===== config.mk =====
export PLATFORM = sky130hd
export DESIGN_NAME = stopwatch_scan_driver
export DESIGN_NICKNAME = d
export VERILOG_FILES = /design/src/rtl/stopwatch_scan_driver.sv
export SDC_FILE = /design/constraint.sdc
export NUM_CORES = 1
export LEC_CHECK = 0
export ABC_AREA = 1
export CAP_MARGIN = 0
export CORE_MARGIN = 2
export CORE_UTILIZATION = 25
export CTS_CLUSTER_SIZE = 8
export DETAILED_ROUTE_END_ITERATION = 8
export PLACE_DENSITY = 0.54
export SYNTH_ARGS = -nofsm -noshare
export SYNTH_HDL_FRONTEND = slang
export SYNTH_SLANG_ARGS = --single-unit

===== constraint.sdc =====
create_clock -name clk -period 2.2 [get_ports clk]
set_input_delay 0.66 -clock clk [delete_from_list [all_inputs] [get_ports clk]]
set_output_delay 0.66 -clock clk [all_outputs]
set_load 0.01 [all_outputs]

===== src/rtl/stopwatch_scan_driver.sv =====
// -----------------------------------------------------------------------------
// stopwatch_scan_driver
//
// Time-multiplexed scan driver for the stopwatch's 5-digit display.
//
// A prescaler divides clk down to one digit slot every DIV cycles. On each slot
// boundary the digit index advances 0 -> 1 -> 2 -> 3 -> 4 -> 0. The matching
// BCD digit and decimal point are presented for that index.
//
// Anti-ghosting: digit_on is forced low for BLANK_CYCLES cycles at the start of
// every slot. This gives the segment lines time to settle before the new
// position is lit.
//
// Anti-tearing: the digit data is captured into a frame register only when the
// index wraps 4 -> 0, and once right after reset. A whole frame is therefore
// drawn from one consistent snapshot.
//
// Leading-zero suppression (LZB=1): a digit i >= 1 stays dark for its whole
// slot when it, and every digit above it in the frame, is zero.
//
// Ports:
//   clk         system clock, rising edge
//   rst_n       asynchronous active-low reset
//   en          scan enable; 0 freezes scanning and blanks the display
//   digits_in   five packed BCD digits, [3:0] = digit 0 ... [19:16] = digit 4
//   dp_in       decimal point per digit, bit i belongs to digit i
//   scan_index  current digit index 0..4, drives the 3-to-5 position decoder
//   bcd_out     BCD value of the current digit
//   dp_out      decimal point of the current digit
//   digit_on    1 when the current digit may be lit
// -----------------------------------------------------------------------------
module stopwatch_scan_driver #(
    parameter int unsigned DIV          = 50000,
    parameter int unsigned BLANK_CYCLES = 4,
    parameter bit          LZB          = 1'b1
) (
    input  logic        clk,
    input  logic        rst_n,
    input  logic        en,
    input  logic [19:0] digits_in,
    input  logic [4:0]  dp_in,
    output logic [2:0]  scan_index,
    output logic [3:0]  bcd_out,
    output logic        dp_out,
    output logic        digit_on
);

    // Counter widths: the prescaler must hold DIV-1.
    // The blank counter must hold BLANK_CYCLES.
    localparam int unsigned CNT_W = (DIV > 1) ? $clog2(DIV) : 1;
    localparam int unsigned BLK_W = (BLANK_CYCLES > 0) ? $clog2(BLANK_CYCLES + 1) : 1;

    localparam logic [CNT_W-1:0] CNT_MAX    = CNT_W'(DIV - 1);
    localparam logic [CNT_W-1:0] CNT_ONE    = CNT_W'(1);
    localparam logic [BLK_W-1:0] BLK_LOAD   = BLK_W'(BLANK_CYCLES);
    localparam logic [BLK_W-1:0] BLK_ONE    = BLK_W'(1);
    localparam logic [2:0]       LAST_INDEX = 3'd4;

    // -------------------------------------------------------------------------
    // State
    // -------------------------------------------------------------------------
    logic [CNT_W-1:0] cnt;            // prescaler, 0..DIV-1
    logic [BLK_W-1:0] blank_cnt;      // remaining blank cycles in this slot
    logic [19:0]      frame_digits;   // per-frame snapshot of digits_in
    logic [4:0]       frame_dp;       // per-frame snapshot of dp_in
    logic             load_pending;   // first cycle after reset: take a snapshot

    // -------------------------------------------------------------------------
    // Next-state decode
    // -------------------------------------------------------------------------
    logic             tick;
    logic [2:0]       index_next;
    logic             frame_load;
    logic [19:0]      src_digits;
    logic [4:0]       src_dp;
    logic [BLK_W-1:0] blank_next;
    logic [3:0]       sel_bcd;
    logic             sel_dp;
    logic             sel_upper_zero;
    logic             lit_next;

    always_comb begin
        // NOTE: every signal gets a default before any branch, so no path leaves
        // a combinational output unassigned and no latch is inferred.
        tick       = en && (cnt == CNT_MAX);
        index_next = scan_index;
        if (tick) begin
            index_next = (scan_index == LAST_INDEX) ? 3'd0 : scan_index + 3'd1;
        end

        // The snapshot is taken on the 4 -> 0 wrap and on the post-reset load.
        // In that same cycle the outputs are fed from the live inputs.
        // This lets the digit shown at T+1 come from the freshly loaded data.
        frame_load = load_pending || (tick && (index_next == 3'd0));
        src_digits = frame_load ? digits_in : frame_digits;
        src_dp     = frame_load ? dp_in     : frame_dp;

        // A tick reloads the blank counter.
        // Otherwise the counter runs down to zero and sticks there.
        blank_next = blank_cnt;
        if (tick) begin
            blank_next = BLK_LOAD;
        end else if (blank_cnt != '0) begin
            blank_next = blank_cnt - BLK_ONE;
        end
    end

    // Digit/dp selection for the index shown next cycle.
    // sel_upper_zero reports whether this digit and all digits above it are 0.
    // Digit 0 never reports that, so it is never suppressed.
    always_comb begin
        sel_bcd        = 4'd0;
        sel_dp         = 1'b0;
        sel_upper_zero = 1'b0;
        case (index_next)
            3'd0: begin
                sel_bcd        = src_digits[3:0];
                sel_dp         = src_dp[0];
                sel_upper_zero = 1'b0;
            end
            3'd1: begin
                sel_bcd        = src_digits[7:4];
                sel_dp         = src_dp[1];
                sel_upper_zero = (src_digits[19:4] == 16'd0);
            end
            3'd2: begin
                sel_bcd        = src_digits[11:8];
                sel_dp         = src_dp[2];
                sel_upper_zero = (src_digits[19:8] == 12'd0);
            end
            3'd3: begin
                sel_bcd        = src_digits[15:12];
                sel_dp         = src_dp[3];
                sel_upper_zero = (src_digits[19:12] == 8'd0);
            end
            3'd4: begin
                sel_bcd        = src_digits[19:16];
                sel_dp         = src_dp[4];
                sel_upper_zero = (src_digits[19:16] == 4'd0);
            end
            default: begin
                sel_bcd        = 4'd0;
                sel_dp         = 1'b0;
                sel_upper_zero = 1'b0;
            end
        endcase

        // Lit once the blank window has run out, unless this is a leading zero.
        // Out of reset the blank counter is already 0, so slot 0 lights at once.
        lit_next = (blank_next == '0) && !(LZB && sel_upper_zero);
    end

    // -------------------------------------------------------------------------
    // Registers
    // -------------------------------------------------------------------------
    // NOTE: sequential state uses non-blocking assignments only.
    // Every register then samples the pre-edge values of the decode above.
    always_ff @(posedge clk or negedge rst_n) begin
        if (!rst_n) begin
            cnt          <= '0;
            blank_cnt    <= '0;
            // NOTE: the frame register is reset as well, even though it is
            // overwritten on the first cycle. The selection and suppression
            // logic read it, so it must never carry X into the outputs.
            frame_digits <= 20'd0;
            frame_dp     <= 5'd0;
            load_pending <= 1'b1;
            scan_index   <= 3'd0;
            bcd_out      <= 4'd0;
            dp_out       <= 1'b0;
            digit_on     <= 1'b0;
        end else begin
            // The snapshot does not depend on en.
            // The post-reset load happens even while scanning is frozen.
            if (frame_load) begin
                frame_digits <= digits_in;
                frame_dp     <= dp_in;
            end
            load_pending <= 1'b0;

            if (en) begin
                cnt        <= tick ? '0 : cnt + CNT_ONE;
                blank_cnt  <= blank_next;
                scan_index <= index_next;
                bcd_out    <= sel_bcd;
                dp_out     <= sel_dp;
                digit_on   <= lit_next;
            end else begin
                // Frozen: counters, index and digit data hold; the display goes dark.
                digit_on <= 1'b0;
            end
        end
    end

endmodule


==> out/metrics.yaml <==
status: "complete, but fails checks"
violations: "setup timing"
critPathRequiredTime_ns: 2.38
syn_avg_cell_area_um2: 7.813
fin_nets: 505
drt_iter0_drc: 99
grt_pass1_wl_mm: 13.34
ant_nets: 0
r2r_start: "cnt[0]$_DFFE_PN0P_"
die_area_mm2: 0.01237
synth_common_cells: "nand2_1 (110), dfrtp_1 (53), inv_1 (51)"
finalClockSkew_ns: 0.008584
synth_largest_area_cell: "dfrtp_1"
setup_ws_ns: -0.1611
period_share_pct: 107.3
cp-start-kind: "flip-flop"
setup.worst_path.end_class: "flip-flop"
gp_congestion: 0.8834
num_vias: 2754
synth_edf_count: 0
yosysMostFrequentCell: "nand2_1"
numCtsBuffers: 5
portBuffers: 36
fin_hold_ws_ns: 0.2891
grt_setup_unrepaired: "yes"
maxCapViolations: 0
power.density_mw_per_mm2: 649.0
r2r-end: "digit_on$_DFF_PN0_"
syn_nets: 402
htree_levels: 2
area_growth_pct: 54.40
synth_top_cell_area_share_pct: 46.13
diodes: 0
synthTopCellsByArea: "dfrtp_1 (46%), nand2_1 (14%), inv_1 (6.7%)"
min_period_ns: 2.361
rrSetupSlack_ns: -0.16
r2r_cells: 20
syn_inst: 368
stdcell_count: 615
synthArstFlopShare_pct: 100.0
drive_gt1_share_pct: 33.26
synth_top_flop_cell: "dfrtp_1"
io_pins: 37
dp_hpwl_mm: 5.554
drtPass1Iterations: 5
hold_buffers: 0
cts-root-buf: "clkbuf_16"
grt_use_total_pct: 13.08
setup_violations: 6
drc: 0
p_leak_nw: 2.210
ys.warnings.count: 0
crit_type: "reg2reg"
die_h_um: 111.2
synth_area_mm2: 0.002875
hold_class: "in2async"
wire_per_inst_um: 13.06
synth_seq_area_share_pct: 47.04
post_drt_via_cell_ratio: 4.478
tritoncts: "yes"
die_w_um: 111.2
dp.cells: 590
hold_viol: 0
cp.arrival_ns: 2.55
grt_max_degree: 30
grt_pass1_vias: 2728
ctsLongestPathBuffers: 2
seq_area_mm2: 0.001353
max-vdd-ir-drop_mv: 0.3560
grt_overflow: 0
cp_max_fo: 6
rows: 39
routed_wl_mm: 8.029
clock_sinks: 54
initial_core_util_pct: 25.40
antenna_found_initial: 0
timing.final.max_slew_violations: 0
fmax_mhz: 423.5
worst_slew_pin_slew_ns: 0.8240
coreArea_mm2: 0.01132
synth_cell_types: 36
multi_input_area_mm2: 0.001584
clk_pin_slew_ns: 0.07
worst_slew_margin_rel_pct: 45.01
ys_ff_latch: 54
clk-insertion-delay-late_ns: 0.29
nFillCells: 1128
## worst max-delay path by stage
stage	slack [ns]	cells after the start	startpoint	end
2_1_floorplan	-0.1	19	en	digit_on$_DFF_PN0_
3_3_place_gp	-0.79	16	en	digit_on$_DFF_PN0_
3_5_place_dp	-0.81	18	en	digit_on$_DFF_PN0_
4_1_cts	-0.11	20	cnt[1]$_DFFE_PN0P_	digit_on$_DFF_PN0_
5_1_grt	-0.31	20	cnt[0]$_DFFE_PN0P_	digit_on$_DFF_PN0_
6_report	-0.16	20	cnt[0]$_DFFE_PN0P_	digit_on$_DFF_PN0_
## report_power, final
part / switching, W / total (W) / internal, W
clock: 0.000356 / 0.000890 / 0.000533
sequential: 0.000118 / 0.00126 / 0.00114
combinational: 0.000371 / 0.000733 / 0.000361
## worst max-delay path, stage by stage, from the launching register on
cell	delay, ns
dfrtp_1	0.41
ha_4	0.17
nand2_4	0.04
inv_2	0.04
nand2_2	0.05
nor2_4	0.21
nand3_2	0.10
nand2_2	0.08
nand2_2	0.07
nand4_4	0.13
buf_12	0.15
buf_12	0.11
nand3b_1	0.09
nand2_2	0.10
nand2_2	0.08
nor2_4	0.11
nand2_1	0.05
nor2_1	0.10
nand2_1	0.06
nand2_1	0.07
nor2_1	0.04
## logic make-up after synthesis
group                    Yosys count  synth area share [%]
other                              1                0.1304
buffers and inverters             61                 8.790
XOR/XNOR                           5                 1.523
multiplexers                       1                0.5220
adder cells (fa/ha/maj)            6                 2.611
flip-flops                        54                 47.04
AND/OR/NAND/NOR                  209                 33.51
AO/OA/AOI/OAI                     31                 5.875
## sequential cells by signal (all words and copies together) (netlist names), 3 cells and up
signal	flops
bcd_out	4
blank_cnt	3
cnt	16
frame_digits	20
frame_dp	5
scan_index	3
## stage by stage
| stage | power, W | setup WS (ns) | setup TNS [ns] | utilization [%] | instance area [um^2] |
|---|---|---|---|---|---|
| 5_1_grt | 0.003072 | -0.3147 | -1.557 | 39.21 | 4439 |
| 4_1_cts | 0.002825 | -0.1054 | -0.3321 | 37.16 | 4207 |
| 2_1_floorplan | 0.001605 | -0.09620 | -0.1763 | - | 2898 |
| 6_report | 0.002881 | -0.1611 | -0.5069 | 39.21 | 4439 |
| 3_3_place_gp | 0.001870 | -0.7944 | -15.91 | 33.38 | 3779 |
| 3_5_place_dp | 0.001888 | -0.8139 | -16.91 | 33.38 | 3779 |
## per-layer routing
metal | wire, um | vias up | GRT usage (%)
met5 | 0 | - | 0
met4 | 124 | 0 | 3.045
met3 | 393 | 15 | 2.132
met2 | 3968 | 78 | 22.11
met1 | 3543 | 1299 | 17.58
li1 | - | 1362 | -
## cells in the final DEF (no fill, tap or decap), types with 7 or more instances in the layout
cell             instances
dfrtp_1                 53
nand3_1                 23
nand3_2                  8
nand2_2                 28
clkdlybuf4s50_1         34
o21ai_0                  8
nor2_1                  22
nand2_4                  7
nand2_1                 85
nor2_2                  10
a21oi_1                  9
nand3b_1                 7
inv_1                   49
buf_4                   57
## layout make-up
type	instances	share of cell area (%)
Clock buffer	5	2.818
Clock inverter	3	0.9019
Inverter	53	4.538
Multi-Input combinational cell	255	35.68
Sequential cell	54	30.47
Tap cell	143	4.030
Timing Repair Buffer	102	21.56
## timing repair
action	in CTS	in global routing
buffers inserted	6	9
setup endpoints to repair	34	10
gates resized for setup	29	57
pin swaps	22	49
cloned	5	0
(Power assumes the default switching activity.)
